File: src/rtl/rgb_pwm_pkg.sv
// Shared constants for the RGB PWM generator: default duty width,
// channel indices and the update-state encoding.
package rgb_pwm_pkg;

    localparam int PWM_WIDTH_DEFAULT = 12;

    localparam int CH_R   = 0;
    localparam int CH_G   = 1;
    localparam int CH_B   = 2;
    localparam int NUM_CH = 3;

    // Single-slot update state (used when fading is disabled).
    typedef enum logic {
        ST_IDLE    = 1'b0,
        ST_PENDING = 1'b1
    } upd_state_t;

endpackage

File: src/rtl/rgb_pwm_gen_channel.sv
// One PWM channel: target (shadow) register, active duty, fade step and
// the registered comparator output.
// Build option RGB_PWM_FADE_EN: active steps by 1 toward target on each
// commit instead of jumping straight to it.
import rgb_pwm_pkg::*;

module pwm_channel #(
    parameter int PWM_WIDTH = PWM_WIDTH_DEFAULT
) (
    input  logic                 clk,
    input  logic                 rst,
    input  logic [PWM_WIDTH-1:0] pwm_ctr,
    input  logic                 load,
    input  logic [PWM_WIDTH-1:0] duty,
    input  logic                 commit,
`ifdef RGB_PWM_FADE_EN
    output logic                 differs,
`endif
    output logic                 pwm
);

    localparam logic [PWM_WIDTH-1:0] ONE = {{(PWM_WIDTH-1){1'b0}}, 1'b1};

    logic [PWM_WIDTH-1:0] target;
    logic [PWM_WIDTH-1:0] active;

    // Shadow register: captures the requested duty on each accepted transfer.
    always_ff @(posedge clk) begin
        if (rst)
            target <= '0;
        else if (load)
            target <= duty;
    end

    // Active duty only moves on a commit, which the top issues on period_tick.
    always_ff @(posedge clk) begin
        if (rst)
            active <= '0;
        else if (commit) begin
`ifdef RGB_PWM_FADE_EN
            if (active < target)
                active <= active + ONE;
            else if (active > target)
                active <= active - ONE;
`else
            active <= target;
`endif
        end
    end

    // Registered compare gives a glitch-free output one cycle behind the counter.
    always_ff @(posedge clk) begin
        if (rst)
            pwm <= 1'b0;
        else
            pwm <= (pwm_ctr < active);
    end

`ifdef RGB_PWM_FADE_EN
    assign differs = (active != target);
`endif

endmodule

File: src/rtl/rgb_pwm_gen.sv
// RGB PWM generator: free-running period counter, duty-update handshake and
// three pwm_channel instances.
// Build option RGB_PWM_FADE_EN: always-ready input with per-period fading;
// without it a single-slot update is committed at the next period boundary.
//
// state      | meaning (fade disabled)
// -----------+------------------------------------------------------
// ST_IDLE    | no update queued, in_ready = 1
// ST_PENDING | target loaded, waiting for period_tick to commit it
import rgb_pwm_pkg::*;

module rgb_pwm_gen #(
    parameter int PWM_WIDTH = PWM_WIDTH_DEFAULT
) (
    input  logic                 clk,
    input  logic                 rst,
    input  logic                 in_valid,
    output logic                 in_ready,
    input  logic [PWM_WIDTH-1:0] in_r,
    input  logic [PWM_WIDTH-1:0] in_g,
    input  logic [PWM_WIDTH-1:0] in_b,
    output logic                 pwm_r,
    output logic                 pwm_g,
    output logic                 pwm_b,
    output logic                 period_tick,
    output logic                 busy
);

    localparam logic [PWM_WIDTH-1:0] CTR_MAX = '1;
    localparam logic [PWM_WIDTH-1:0] ONE     = {{(PWM_WIDTH-1){1'b0}}, 1'b1};

    logic [PWM_WIDTH-1:0] pwm_ctr;
    logic [PWM_WIDTH-1:0] duty_in [NUM_CH];
    logic [NUM_CH-1:0]    pwm_vec;
    logic                 xfer;
    logic                 commit;

    // Free-running period counter; wraps naturally at 2^PWM_WIDTH.
    always_ff @(posedge clk) begin
        if (rst)
            pwm_ctr <= '0;
        else
            pwm_ctr <= pwm_ctr + ONE;
    end

    assign period_tick = !rst && (pwm_ctr == CTR_MAX);
    assign xfer        = in_valid && in_ready;

`ifdef RGB_PWM_FADE_EN
    logic [NUM_CH-1:0] differs;

    assign in_ready = !rst;
    assign busy     = !rst && (|differs);
    assign commit   = period_tick;
`else
    upd_state_t state, next_state;

    // Update-state register.
    always_ff @(posedge clk) begin
        if (rst)
            state <= ST_IDLE;
        else
            state <= next_state;
    end

    // Next-state and handshake decode for the single-slot update.
    always_comb begin
        next_state = state;
        in_ready   = 1'b0;
        busy       = 1'b0;
        commit     = 1'b0;
        case (state)
            ST_IDLE: begin
                in_ready = !rst;
                if (xfer)
                    next_state = ST_PENDING;
            end
            ST_PENDING: begin
                busy   = !rst;
                commit = period_tick;
                if (period_tick)
                    next_state = ST_IDLE;
            end
            default: next_state = ST_IDLE;
        endcase
    end
`endif

    assign duty_in[CH_R] = in_r;
    assign duty_in[CH_G] = in_g;
    assign duty_in[CH_B] = in_b;

    for (genvar i = 0; i < NUM_CH; i++) begin : g_ch
        pwm_channel #(
            .PWM_WIDTH (PWM_WIDTH)
        ) u_ch (
            .clk     (clk),
            .rst     (rst),
            .pwm_ctr (pwm_ctr),
            .load    (xfer),
            .duty    (duty_in[i]),
            .commit  (commit),
`ifdef RGB_PWM_FADE_EN
            .differs (differs[i]),
`endif
            .pwm     (pwm_vec[i])
        );
    end

    assign pwm_r = pwm_vec[CH_R];
    assign pwm_g = pwm_vec[CH_G];
    assign pwm_b = pwm_vec[CH_B];

endmodule
File: config.mk
export PLATFORM = sky130hd
export DESIGN_NAME = rgb_pwm_gen
export DESIGN_NICKNAME = d
export VERILOG_FILES = /design/src/rtl/rgb_pwm_pkg.sv /design/src/rtl/rgb_pwm_gen_channel.sv /design/src/rtl/rgb_pwm_gen.sv
export SDC_FILE = /design/constraint.sdc
export NUM_CORES = 1
export LEC_CHECK = 0
export CAP_MARGIN = 20
export CELL_PAD_IN_SITES_DETAIL_PLACEMENT = 2
export CELL_PAD_IN_SITES_GLOBAL_PLACEMENT = 2
export CORE_MARGIN = 2
export CORE_UTILIZATION = 32
export DETAILED_ROUTE_END_ITERATION = 8
export MAX_ROUTING_LAYER = met4
export PLACE_DENSITY = 0.83
export RECOVER_POWER = 50
export SYNTH_ARGS = -nofsm -noshare
export SYNTH_HDL_FRONTEND = slang
export SYNTH_SLANG_ARGS = --single-unit
File: constraint.sdc
create_clock -name clk -period 1.7 [get_ports clk]
set_input_delay 0.34 -clock clk [delete_from_list [all_inputs] [get_ports clk]]
set_output_delay 0.34 -clock clk [all_outputs]
set_load 0.01 [all_outputs]
==> run metrics <==
worst hold path class=in2reg; initial standard-cell utilization of the core=32.4%; share of final-layout standard cells stronger than drive strength 1=19.6%; Filler Cell Count=1,393; stage delay of the slowest cell on the critical path=360 ps; number of distinct standard cells referenced by the synthesized netlist=31; Hold-fix buffers, CTS=0; Core Region=0.0131 mm2; period utilization=108%; sequential fraction of the synthesis area=41.6%; Post-Synthesis Cell Area=0.00424 mm2; library cell contributing the largest single delay on the critical path=sky130_fd_sc_hd__dfxtp_2; drt initial violations=139; number of DRC violations after detailed routing=0; fin crit period=1840 ps; minimum setup slack after placement=-176 ps; P_leak=2.13 nW; cell row count=42; number of global-route vias before repair=3,896; synthesis-to-layout area growth=28.9%; Arr. time, crit path=2070 ps; Mean Syn Cell Area=9.35 um2; weighted congestion at the end of routability-driven global placement=0.746; first-pass GRT wire length=21,100 um; clock-pin transition on the worst setup and hold timing paths=70 ps; Achievable Freq=0.543 GHz; aggregate negative setup slack=-3880 ps; routed via count=3,370; Worst EP required=1930 ps; largest vdd supply drop=0.000452 V; Pwr Density=848 mW/mm2; most frequent cells in the layout=82 x sky130_fd_sc_hd__dfxtp_1, 51 x sky130_fd_sc_hd__nor2_1, 45 x sky130_fd_sc_hd__nand2_1; Critical Path Sink Type=flop; total clock buffers created by CTS=9; minimum setup slack in the final design=-142 ps; grt ovf=0; final max-slew violation count=0; outcome=finished, violations left; CP max FO=15; total instance count after detailed placement=672; number of H-tree levels=3; initial antenna violation count=0; number of diodes added for antenna fixing=0; overall power=4.63 mW; total track usage=20.0%; via density per instance=4.84; unrepaired setup endpoints after global routing=true; most common cell after layout, fill and taps aside=sky130_fd_sc_hd__dfxtp_1; violations in the final reports=setup timing; I/O Buffers=44; Worst setup SP type=flop; clock latency on the worst-skew pair=350 ps; CTS tree=built; net count reported at finish=589; register-to-register setup slack=-140 ps; count of yosys warnings during synthesis=0; Final Skew=8.38 ps; Die ar.=0.0142 mm2; vertical die dimension=119 um; Detail Placement HPWL=8280 um; final routed wirelength across all metal layers=12,900 um; final setup violation count=37; average wire per standard cell=18.5 um; largest net degree at the start of global routing=89; Final Core Density=41.7%; ordered list of cells on the worst path=ha_4 -> nand3_4 -> nor2_4 -> buf_6 -> and4_4 -> buf_12 -> mux2_4; worst slew pin tran=376 ps; number of nets with antenna violations after routing=0; root buffer cell=sky130_fd_sc_hd__clkbuf_16; drt pass-1 iters=4; I/O pin count=45; number of storage elements in the synthesis netlist=88; synthesized instance count=453; width of the chip=119 um; Max Cap Viol=0; final hold violation count=0; Post-Syn Nets=526; Worst Setup Path Type=reg2reg; number of standard cells in the final layout excluding fillers=697; Clock Sink Count=88; buffer depth of the longest clock path=2; worst slew slack as a fraction of its limit=74.9%
sequential cells by signal (all words and copies together), names as in the netlist:
signal,cells
g_ch.u_ch.target,36
pwm_ctr,12
g_ch.u_ch.pwm,3
g_ch.u_ch.active,36
state,1
synthesized netlist by cell type:
library cell	instances	area, um2
sky130_fd_sc_hd__nor4_1	2	12.5
sky130_fd_sc_hd__nand2b_1	39	244
sky130_fd_sc_hd__a21o_1	4	30.0
sky130_fd_sc_hd__and4_1	2	17.5
sky130_fd_sc_hd__nand4_1	10	62.6
sky130_fd_sc_hd__o211ai_1	3	22.5
sky130_fd_sc_hd__mux2_4	30	450
sky130_fd_sc_hd__nor2b_4	1	13.8
sky130_fd_sc_hd__xor2_1	5	43.8
sky130_fd_sc_hd__buf_2	3	15.0
sky130_fd_sc_hd__buf_6	1	11.3
sky130_fd_sc_hd__xnor2_1	4	35.0
sky130_fd_sc_hd__o21ai_0	37	185
sky130_fd_sc_hd__nor2_4	1	11.3
sky130_fd_sc_hd__inv_1	34	128
sky130_fd_sc_hd__buf_12	3	60.1
sky130_fd_sc_hd__and3_1	2	12.5
sky130_fd_sc_hd__nand2_1	45	169
sky130_fd_sc_hd__a2111oi_0	4	35.0
sky130_fd_sc_hd__o21a_1	2	15.0
sky130_fd_sc_hd__clkbuf_1	12	45.0
sky130_fd_sc_hd__nand3_1	6	30.0
sky130_fd_sc_hd__a21oi_1	9	45.0
sky130_fd_sc_hd__nor2b_1	5	31.3
sky130_fd_sc_hd__nor2_1	51	191
sky130_fd_sc_hd__buf_4	3	22.5
sky130_fd_sc_hd__dfxtp_1	88	1760
sky130_fd_sc_hd__mux2_2	7	78.8
sky130_fd_sc_hd__and2_1	1	6.26
sky130_fd_sc_hd__nor3_1	5	25.0
sky130_fd_sc_hd__ha_1	34	425
worst max-delay path, delay by kind of cell, from the launching register on:
kind | cells | cell delay [ps]
adders and majority gates | 1 | 150
buffers and inverters | 2 | 320
DFF | 1 | 360
muxes | 1 | 320
and+or+nand+nor | 3 | 560
final timing paths:
kind,start,end,cells after the start
setup / recovery,pwm_ctr[1],g_ch[1].u_ch.active[0],7
hold / removal,rst,state,3
setup reg to reg,pwm_ctr[1],g_ch[1].u_ch.active[0],7
hold reg to reg,g_ch[0].u_ch.target[4],g_ch[0].u_ch.target[4],2
metrics by stage:
step | area [um2] | hold slack (ps)
after detailed placement | 4980 | 477
after global routing | 5460 | 470
after global placement | 4980 | 464
after CTS | 5450 | 427
after floorplan | 4250 | 428
final | 5460 | 442
power by group:
| group | leakage, nW | switching (mW) | total (mW) | internal, mW |
|---|---|---|---|---|
| sequential | 0.719 | 0.0515 | 2.20 | 2.15 |
| combinational | 1.26 | 0.180 | 0.397 | 0.217 |
| clock | 0.150 | 0.819 | 2.03 | 1.22 |
| total | 2.13 | 1.05 | 4.63 | 3.58 |
final cells by class:
type | instances | area, um2 | share of cell area [%]
multi-input combinational | 309 | 2300 | 42.1
sequential | 88 | 1770 | 32.4
timing repair buffer | 74 | 747 | 13.7
clock buffer | 13 | 260 | 4.77
tap | 176 | 220 | 4.03
inverter | 34 | 128 | 2.34
clock inverter | 3 | 40.0 | 0.733
cells by family (layout without fill, tap and decap cells):
logic type	Yosys count	after routing	synth area share [%]
adders and majority gates	34	34	10.0
and+or+nand+nor	170	170	19.5
buffers and inverters	56	124	6.64
xor gates and xnor gates	9	9	1.86
muxes	37	37	12.5
DFF	88	88	41.6
AOI/OAI and AO/OA	59	59	7.86
timing repair:
item,in CTS,in global routing
gates cloned,2,0
endpoints found under the setup margin,42,39
setup buffers,5,3
resized for setup,30,5
pin swaps,3,5
layer usage:
| metal | track usage, % | part of all wire [%] | up-vias |
|---|---|---|---|
| li1 | - | - | 1624 |
| met1 | 20.9 | 40 | 1655 |
| met2 | 35.8 | 53 | 57 |
| met3 | 3.78 | 3.0 | 34 |
| met4 | 10.2 | 3.8 | 0 |
| met5 | - | 0 | - |
(Power assumes the default switching activity.)
